## config.mk

```make
export PLATFORM = sky130hd
export DESIGN_NAME = clause_checker_seq
export DESIGN_NICKNAME = d
export VERILOG_FILES = /design/src/rtl/clause_checker_seq_pkg.sv /design/src/rtl/clause_checker_seq_mac.sv /design/src/rtl/clause_checker_seq.sv
export SDC_FILE = /design/constraint.sdc
export NUM_CORES = 1
export LEC_CHECK = 0
export CAP_MARGIN = 20
export CORE_MARGIN = 10
export CORE_UTILIZATION = 50
export CTS_CLUSTER_DIAMETER = 80
export DETAILED_ROUTE_END_ITERATION = 8
export PLACE_DENSITY = 0.69
export SETUP_SLACK_MARGIN = 0.1
export SLEW_MARGIN = 10
export SYNTH_ARGS = -nofsm -noshare
export SYNTH_HDL_FRONTEND = slang
export SYNTH_HIERARCHICAL = 1
export SYNTH_SLANG_ARGS = --single-unit
```

## constraint.sdc

```tcl
create_clock -name in_clk -period 11.5 [get_ports in_clk]
set_input_delay 2.3 -clock in_clk [delete_from_list [all_inputs] [get_ports in_clk]]
set_output_delay 2.3 -clock in_clk [all_outputs]
set_load 0.02 [all_outputs]
```

## src/rtl/clause_checker_seq_pkg.sv

```systemverilog
// Shared defaults, FSM state type and width helpers for the sequential clause checker.
package clause_checker_seq_pkg;

   localparam int DEF_WIDTH       = 8;
   localparam int DEF_NUM_VARS    = 2;
   localparam int DEF_NUM_CLAUSES = 4;

   typedef enum logic [1:0] {
      ST_IDLE = 2'd0,
      ST_RUN  = 2'd1,
      ST_DONE = 2'd2
   } state_e;

   // Wide enough that a sum of V full-range products can never wrap.
   function automatic int acc_width(input int w, input int v);
      return 2 * w + $clog2(v) + 1;
   endfunction

   function automatic int idx_width(input int n);
      return (n > 1) ? $clog2(n) : 1;
   endfunction

endpackage

```

## src/rtl/clause_checker_seq_mac.sv

```systemverilog
// Signed WIDTH x WIDTH multiply feeding an accumulator; sum_next is the
// combinational acc+product used by the clause compare.
module clause_checker_seq_mac #(
   parameter int WIDTH = 8,
   parameter int ACC_W = 18
) (
   input  logic                    clk,
   input  logic                    rst_n,
   input  logic                    step,
   input  logic                    clr,
   input  logic signed [WIDTH-1:0] a,
   input  logic signed [WIDTH-1:0] y,
   output logic signed [ACC_W-1:0] sum_next
);

   logic signed [2*WIDTH-1:0] prod;
   logic signed [ACC_W-1:0]   acc_q, acc_d;

   always_comb begin
      prod     = a * y;
      sum_next = acc_q + ACC_W'(prod);
      acc_d    = acc_q;
      if (clr) begin
         acc_d = '0;
      end else if (step) begin
         acc_d = sum_next;
      end
   end

   always_ff @(posedge clk or negedge rst_n) begin
      if (!rst_n) begin
         acc_q <= '0;
      end else begin
         acc_q <= acc_d;
      end
   end

endmodule

```

## src/rtl/clause_checker_seq.sv

```systemverilog
// Sequential linear-clause checker: one signed MAC per enabled cycle over a
// snapshot of the clause store, reporting per-clause satisfaction.
module clause_checker_seq
   import clause_checker_seq_pkg::*;
#(
   parameter int WIDTH       = DEF_WIDTH,
   parameter int NUM_VARS    = DEF_NUM_VARS,
   parameter int NUM_CLAUSES = DEF_NUM_CLAUSES,
   parameter int EARLY_EXIT  = 0
) (
   input  logic                                         in_clk,
   input  logic                                         in_reset,
   input  logic                                         in_enable,
   input  logic                                         in_start,
   input  logic [NUM_CLAUSES*(NUM_VARS+1)*WIDTH-1:0]    in_coefficients,
   input  logic [NUM_VARS*WIDTH-1:0]                    in_current_assignment,
   output logic                                         out_busy,
   output logic                                         out_done,
   output logic [NUM_CLAUSES-1:0]                       out_clause_flags,
   output logic                                         out_all_satisfied,
   output logic                                         out_any_violated,
   output logic [idx_width(NUM_CLAUSES)-1:0]            out_first_violated
);

   localparam int ACC_W = acc_width(WIDTH, NUM_VARS);
   localparam int VW    = idx_width(NUM_VARS);
   localparam int CW    = idx_width(NUM_CLAUSES);
   localparam int CLW   = (NUM_VARS + 1) * WIDTH;
   localparam logic [VW-1:0] V_LAST = VW'(NUM_VARS - 1);
   localparam logic [CW-1:0] C_LAST = CW'(NUM_CLAUSES - 1);

   state_e                          state_q, state_d;
   logic [NUM_CLAUSES*CLW-1:0]      coef_q, coef_d;
   logic [NUM_VARS*WIDTH-1:0]       asg_q, asg_d;
   logic [VW-1:0]                   v_q, v_d;
   logic [CW-1:0]                   c_q, c_d;
   logic                            fin_q, fin_d;
   logic [NUM_CLAUSES-1:0]          flags_q, flags_d;
   logic                            any_q, any_d;
   logic [CW-1:0]                   first_q, first_d;

   logic signed [WIDTH-1:0]         a_sel, y_sel, b_sel;
   logic signed [ACC_W-1:0]         sum_next, bound_ext;
   logic                            mac_step, mac_clr, sat;

   clause_checker_seq_mac #(
      .WIDTH (WIDTH),
      .ACC_W (ACC_W)
   ) u_mac (
      .clk      (in_clk),
      .rst_n    (in_reset),
      .step     (mac_step),
      .clr      (mac_clr),
      .a        (a_sel),
      .y        (y_sel),
      .sum_next (sum_next)
   );

   always_comb begin
      a_sel = '0;
      y_sel = '0;
      b_sel = '0;
      for (int unsigned c = 0; c < NUM_CLAUSES; c++) begin
         if (c_q == CW'(c)) begin
            b_sel = coef_q[c*CLW + NUM_VARS*WIDTH +: WIDTH];
            for (int unsigned v = 0; v < NUM_VARS; v++) begin
               if (v_q == VW'(v)) a_sel = coef_q[c*CLW + v*WIDTH +: WIDTH];
            end
         end
      end
      for (int unsigned v = 0; v < NUM_VARS; v++) begin
         if (v_q == VW'(v)) y_sel = asg_q[v*WIDTH +: WIDTH];
      end
      bound_ext = ACC_W'(b_sel);
      sat       = (sum_next <= bound_ext);
   end

   // The final compare (or an early-exit failure) arms fin_q; DONE follows one enabled cycle later.
   always_comb begin
      state_d  = state_q;
      coef_d   = coef_q;
      asg_d    = asg_q;
      v_d      = v_q;
      c_d      = c_q;
      fin_d    = fin_q;
      flags_d  = flags_q;
      any_d    = any_q;
      first_d  = first_q;
      mac_step = 1'b0;
      mac_clr  = 1'b0;
      if (in_enable) begin
         unique case (state_q)
            ST_IDLE: begin
               if (in_start) begin
                  state_d = ST_RUN;
                  coef_d  = in_coefficients;
                  asg_d   = in_current_assignment;
                  v_d     = '0;
                  c_d     = '0;
                  fin_d   = 1'b0;
                  flags_d = '0;
                  any_d   = 1'b0;
                  first_d = '0;
                  mac_clr = 1'b1;
               end
            end
            ST_RUN: begin
               if (fin_q) begin
                  state_d = ST_DONE;
                  fin_d   = 1'b0;
               end else begin
                  mac_step = 1'b1;
                  if (v_q == V_LAST) begin
                     mac_clr      = 1'b1;
                     v_d          = '0;
                     flags_d[c_q] = sat;
                     if (!sat) begin
                        any_d = 1'b1;
                        if (!any_q) first_d = c_q;
                     end
                     if ((c_q == C_LAST) || ((EARLY_EXIT != 0) && !sat)) begin
                        fin_d = 1'b1;
                     end else begin
                        c_d = c_q + 1'b1;
                     end
                  end else begin
                     v_d = v_q + 1'b1;
                  end
               end
            end
            ST_DONE: state_d = ST_IDLE;
            default: state_d = ST_IDLE;
         endcase
      end
   end

   always_ff @(posedge in_clk or negedge in_reset) begin
      if (!in_reset) begin
         state_q <= ST_IDLE;
         coef_q  <= '0;
         asg_q   <= '0;
         v_q     <= '0;
         c_q     <= '0;
         fin_q   <= 1'b0;
         flags_q <= '0;
         any_q   <= 1'b0;
         first_q <= '0;
      end else begin
         state_q <= state_d;
         coef_q  <= coef_d;
         asg_q   <= asg_d;
         v_q     <= v_d;
         c_q     <= c_d;
         fin_q   <= fin_d;
         flags_q <= flags_d;
         any_q   <= any_d;
         first_q <= first_d;
      end
   end

   assign out_busy           = (state_q == ST_RUN);
   assign out_done           = (state_q == ST_DONE);
   assign out_clause_flags   = flags_q;
   assign out_all_satisfied  = &flags_q;
   assign out_any_violated   = any_q;
   assign out_first_violated = first_q;

endmodule

```

==> results of run 1 <==
==> state kept, by name, indices dropped and copies added (netlist names) <==
signal and flops:
out_clause_flags 4, out_any_violated 1, asg_q 16, out_first_violated 2, c_q 2, u_mac/acc_q 18
fin_q 1, v_q 1, coef_q 96, state_q 2
==> logic make-up (layout without fill, tap and decap cells) <==
| kind of cell | Yosys count | in the layout |
|---|---|---|
| AND/OR/NAND/NOR | 196 | 196 |
| multiplexers | 169 | 169 |
| adder cells (fa/ha/maj) | 144 | 144 |
| flip-flops | 143 | 143 |
| buffers and inverters | 134 | 262 |
| AO/OA/AOI/OAI | 117 | 117 |
| XOR/XNOR | 19 | 19 |
==> metrics by stage <==
stage | hold slack (ns) | setup slack [ns] | utilization [%] | instance area, µm² | std cells
6_report | 0.503 | 3.01 | 61.0 | 12400 | 1320
5_1_grt | 0.513 | 2.26 | 61.0 | 12400 | 1320
4_1_cts | 0.505 | 2.94 | 61.0 | 12400 | 1320
3_5_place_dp | 0.490 | 3.00 | 58.2 | 11800 | 1289
3_3_place_gp | 0.485 | 3.22 | 58.2 | 11800 | 1289
2_1_floorplan | 0.463 | 4.01 | - | 10300 | 922
==> layout make-up <==
type / instances / area, µm² / share of cell area (%)
flip-flops and latches: 143 / 3580 / 28.9
multi-input cells: 645 / 6210 / 50.1
clock buffers: 20 / 457 / 3.69
clock inverters: 11 / 119 / 0.960
inverters: 98 / 368 / 2.97
repair buffers: 133 / 1310 / 10.6
well taps: 270 / 338 / 2.73
==> worst paths after layout <==
kind,startpoint,end,slack [ns],cells past startpoint
hold reg to reg,coef_q[33],coef_q[33],0.50,1
min in group asynchronous,in_reset,coef_q[69],1.87,1
hold / removal,coef_q[33],coef_q[33],0.50,1
max in group asynchronous,in_reset,u_mac/acc_q[3],8.20,2
setup reg to reg,c_q[0],out_first_violated[1],3.01,29
setup / recovery,c_q[0],out_first_violated[1],3.01,29
==> metal layers <==
metal / vias up / wire [µm]
met3: 8 / 1140
met4: 0 / 105
met5: - / 0
met2: 122 / 11300
met1: 3458 / 10400
li1: 3338 / -
==> cells in the final DEF (no fill, tap or decap), types with 37 or more instances in the layout <==
cell,count
a21oi_1,37
clkdlybuf4s50_1,124
dfrtp_1,142
fa_1,80
ha_1,64
inv_1,97
mux2_2,128
mux2i_1,41
nand2_1,68
nor2_1,51
==> reports/qor.txt, run 1 <==
Asr flop ratio synth = 100%
Status = finished clean
Routed wire length = 22900 µm
Worst relative slew slack = 37.0%
First-pass GRT wire length = 38300 µm
Largest family of logic cells by synthesized area = adder cells
Cts-stage hold buffer count = 0
Clock sink total = 143
GRT Max-Usage Layer = met2
H-tree depth = 4
Bufs and invs on worst path = 3
Pin count of the biggest net entering global routing = 78
Mux contribution to synthesized area = 17.9%
CP endpoint kind = register
Post-synthesis cell count = 922
Syn nets = 1182
Ratio of cells with drive above 1 in the final layout = 17.5%
CTS Buf Count = 17
Yosys cell types = 60
Total congestion overflow = 0
Clock Tree Buf Depth = 2
Height of the chip = 164 µm
Port-buffer cells = 125
# IOs = 126
Ys Warns = 6
Post-Synth XOR/XNOR Area = 1.61%
Most common cell on crit path = fa_1
Top post-synthesis cells by area = dfrtp_1 (35%), fa_1 (16%), mux2_2 (14%), ha_1 (7.8%), mux2i_1 (4.0%)
Slowest CP cell = and2_1
Post-route ant nets = 0
Hold Path Class = register to register
Post-DP HPWL = 18000 µm
Vias in the first global route = 7597
# diodes = 0
Top delay family on crit path = adder cells
GRT Util Overall = 17.8%
Worst slew pin tran = 0.945 ns
Tmin final = 8.49 ns
Sequential share of the synthesized area = 34.7%
Initial antenna violation count = 0
# rows = 52
F_max = 118 MHz
Worst EP required = 11.81 ns
Synth-to-Final Area Change = 20.0%
Layout fillers = 1705
Endpoints failing setup = 0
Number of remaining DRC errors = 0
Crit start category = register
Setup bufs post-CTS = 0
Starting Density = 50.8%
Top-area cell type share of the netlist area = 34.7%
Setup TNS = 0 ns
TritonCTS clock tree = yes
CP peak stage delay = 0.67 ns
Final period utilization = 73.8%
Grt met2 use = 29.3%
Post-synth EDFFs = 0
Primary FF master, synth = dfrtp_1
CTS clk-pin slew, worst paths = 0.07 ns
DRT Pass-1 Iters = 5
Drt wl/cell = 17.4 µm
GRT met1 Usage = 23.2%
Crit path kind = register to register
Most common library cells after synthesis = dfrtp_1 (143), mux2_2 (128), inv_1 (97)
Initial DRC count = 432
DR vias/cell = 5.25
Core Area = 20300 µm²
RSZ-0062 raised after global routing = false
CTS root buf = clkbuf_16
Worst skew pair latency = 0.42 ns
Mapped cell area = 10300 µm²
Arr. time, crit path = 8.80 ns
Die Width = 164 µm
Via count = 6926
Final GP Congestion = 0.799
Synth Register Bits = 143
Clock skew after layout = 0.00893 ns
Max FO, Critical Path = 11
Post-Synth Adder-Cell Area = 23.3%
Simple-gate portion of the synthesized area = 9.37%
Die area = 26800 µm²
# resized after CTS = 0
GR Util met3 = 4.53%
Most common cell in the synthesized netlist = dfrtp_1
Compound-Gate Fraction of Synth Area = 7.87%
Mapped Avg Cell Area = 11.2 µm²
Max-cap violations = 0
Hold Vio Cnt, Final = 0
Post-synth top area cell = dfrtp_1
Slew Viols, Final = 0
Layout net count = 1298
Power of run 1 is not shown: default switching activity piles up to over one toggle a cycle in this logic, so the estimate is an artifact.
==> run 2: changes to the inputs <==
PLACE_DENSITY = 0.72   (was 0.69)
clock period = 6.9 ns   (was 11.5 ns; I/O delays follow)
==> run 2 against run 1 <==
Compared with the run above: the flow now finishes with violations (negative setup slack); clock-buffer cell count shrank 2; flip-flop and latch count is the same; die area is the same; highest routed layer unchanged.
==> reports/qor.txt, run 2 (same netlist as run 1, synthesis figures left out) <==
Max-cap violations = 0 (unchanged)
GR Util met3 = 4.91% (+0.38 points)
CTS Buf Count = 17 (unchanged)
Grt met2 use = 32.0% (+2.7 points)
Slack of the critical path = -0.0269 ns (-3.04 ns)
Placed Instances = 1352 (+4.9%)
Worst EP required = 7.22 ns (-4.59 ns)
CP peak stage delay = 0.59 ns (-0.08 ns)
TritonCTS clock tree = yes
Arr. time, crit path = 7.25 ns (-1.55 ns)
Die area = 26800 µm² (unchanged)
Total congestion overflow = 0 (unchanged)
Slew Viols, Final = 0 (unchanged)
Flop2flop setup slack = -0.03 ns (-3.04 ns)
GRT Max-Usage Layer = met2
CTS clk-pin slew, worst paths = 0.07 ns (about the same)
R2R cell count = 27 (-6.9%)
Reg2reg start = v_q
Hold Path Class = register to register
GRT met1 Usage = 23.4% (+0.18 points)
Number of remaining DRC errors = 0 (unchanged)
CP endpoint kind = register
GRT Util Overall = 18.9% (+1.1 points)
Final GP Congestion = 0.832 (+4.1%)
Initial DRC count = 360 (-17%)
RSZ-0062 raised after global routing = true
CTS root buf = clkbuf_16
H-tree depth = 4 (unchanged)
Post-DP HPWL = 18700 µm (+3.9%)
Crit start category = register
Most common cell after layout, fill and taps aside = dfrtp_1
DP Area = 12300 µm² (+4.6%)
Height of the chip = 164 µm (unchanged)
HP Start = u_mac/acc_q[17]
Layout fillers = 1573 (-7.7%)
Layout net count = 1379 (+6.2%)
DRT Pass-1 Iters = 5 (unchanged)
Pin count of the biggest net entering global routing = 84 (+7.7%)
Largest Register = coef_q
Final Non-Filler Cells = 1402 (+6.2%)
First-pass GRT wire length = 40700 µm (+6.2%)
Top delay family on crit path = adder cells
Clock sink total = 143 (unchanged)
Hold depth = 2 (+1)
Cts-stage hold buffer count = 0 (unchanged)
Status = finished with violations
Port-buffer cells = 125 (unchanged)
F_max = 144 MHz (+23%)
Die Width = 164 µm (unchanged)
Dpl ws = -0.353 ns (-3.36 ns)
Slowest CP cell = fa_1
Bufs and invs on worst path = 3 (unchanged)
Vias in the first global route = 8071 (+6.2%)
Clock Tree Buf Depth = 2 (unchanged)
Biggest regs = coef_q (96), u_mac/acc_q (18), asg_q (16)
Crit path kind = register to register
Ratio of cells with drive above 1 in the final layout = 28.9% (+11 points)
# rows = 52 (unchanged)
# diodes = 0 (unchanged)
Starting Density = 50.8% (unchanged)
# IOs = 126 (unchanged)
Critical path origin = v_q
Max FO, Critical Path = 7 (-4)
Clock skew after layout = 0.0107 ns (+0.00174 ns)
Final period utilization = 100% (+27 points)
WHS Endpoint = u_mac/acc_q[17]
Multi-input gate area = 6620 µm² (+6.6%)
Failing checks = negative setup slack
DR vias/cell = 5.28 (+0.64%)
Tmin final = 6.93 ns (-1.56 ns)
Post-route ant nets = 0 (unchanged)
Sequential cell area = 3580 µm² (unchanged)
Core Area = 20300 µm² (unchanged)
Worst slew pin tran = 1.12 ns (+0.173 ns)
Via count = 7403 (+6.9%)
Most common cell on crit path = fa_1
Drt wl/cell = 17.9 µm (+3.0%)
Routed wire length = 25100 µm (+9.4%)
Fin util = 66.5% (+5.5 points)
Worst skew pair latency = 0.43 ns (about the same)
Synth-to-Final Area Change = 30.8%
Initial antenna violation count = 0 (unchanged)
Worst relative slew slack = 23.4% (-14 points)
Worst r2r dst = out_first_violated[1]
Fin area = 13500 µm² (+9.0%)
Max reg flops = 96 (unchanged)
Hold Vio Cnt, Final = 0 (unchanged)
Most frequent cells in the layout = dfrtp_1 (142), mux2_2 (127), clkdlybuf4s50_1 (124)
Endpoints failing setup = 2 (+2)
==> run 2: changes by cell type in the layout (fill, tap and decap cells not counted), moves of 11 or more <==
cell     previous run  this run
ha_1               64        49
ha_4                0        14
a21oi_2             0        11
a21oi_1            37        25
buf_4               8        79
==> run 2: per-stage QoR <==
stage / hold WS [ns] / setup TNS, ns
final: 0.502 / -0.0361
after global routing: 0.518 / -2.03
after CTS: 0.508 / 0
after detailed placement: 0.490 / -1.86
after global placement: 0.484 / -1.14
after floorplan: 0.463 / 0
==> run 2: routing by layer <==
layer	routed length [µm]	vias up
li1	-	3490
met1	10700	3695
met2	12700	186
met3	1280	32
met4	390	0
met5	0	-
==> run 2: how the worst max path moves through the flow <==
stage	endpoint	cells after the start	slack [ns]
after floorplan	out_first_violated[0]	31	0.10
after global placement	out_first_violated[0]	27	-0.22
after detailed placement	out_first_violated[0]	27	-0.35
after CTS	out_first_violated[0]	28	0.03
after global routing	out_first_violated[1]	27	-0.35
final	out_first_violated[1]	27	-0.03
==> run 2: final cells by class <==
class,count,area share (%)
well taps,270,2.50
multi-input cells,645,49.1
clock buffers,18,3.18
repair buffers,214,14.9
clock inverters,14,1.09
flip-flops and latches,143,26.5
inverters,98,2.73
==> run 2: repair_timing <==
action,CTS,global route
cloned,1,0
gates resized for setup,55,17
pin swaps,27,16
buffers inserted,13,4
endpoints found under the setup margin,7,7
==> run 2: worst min-delay path, cell delays in order, from the launching register on <==
cell and delay [ns]:
dfrtp_1 0.36, nand2_1 0.05, nand3_1 0.06
Power of run 2 is left out for the same reason.
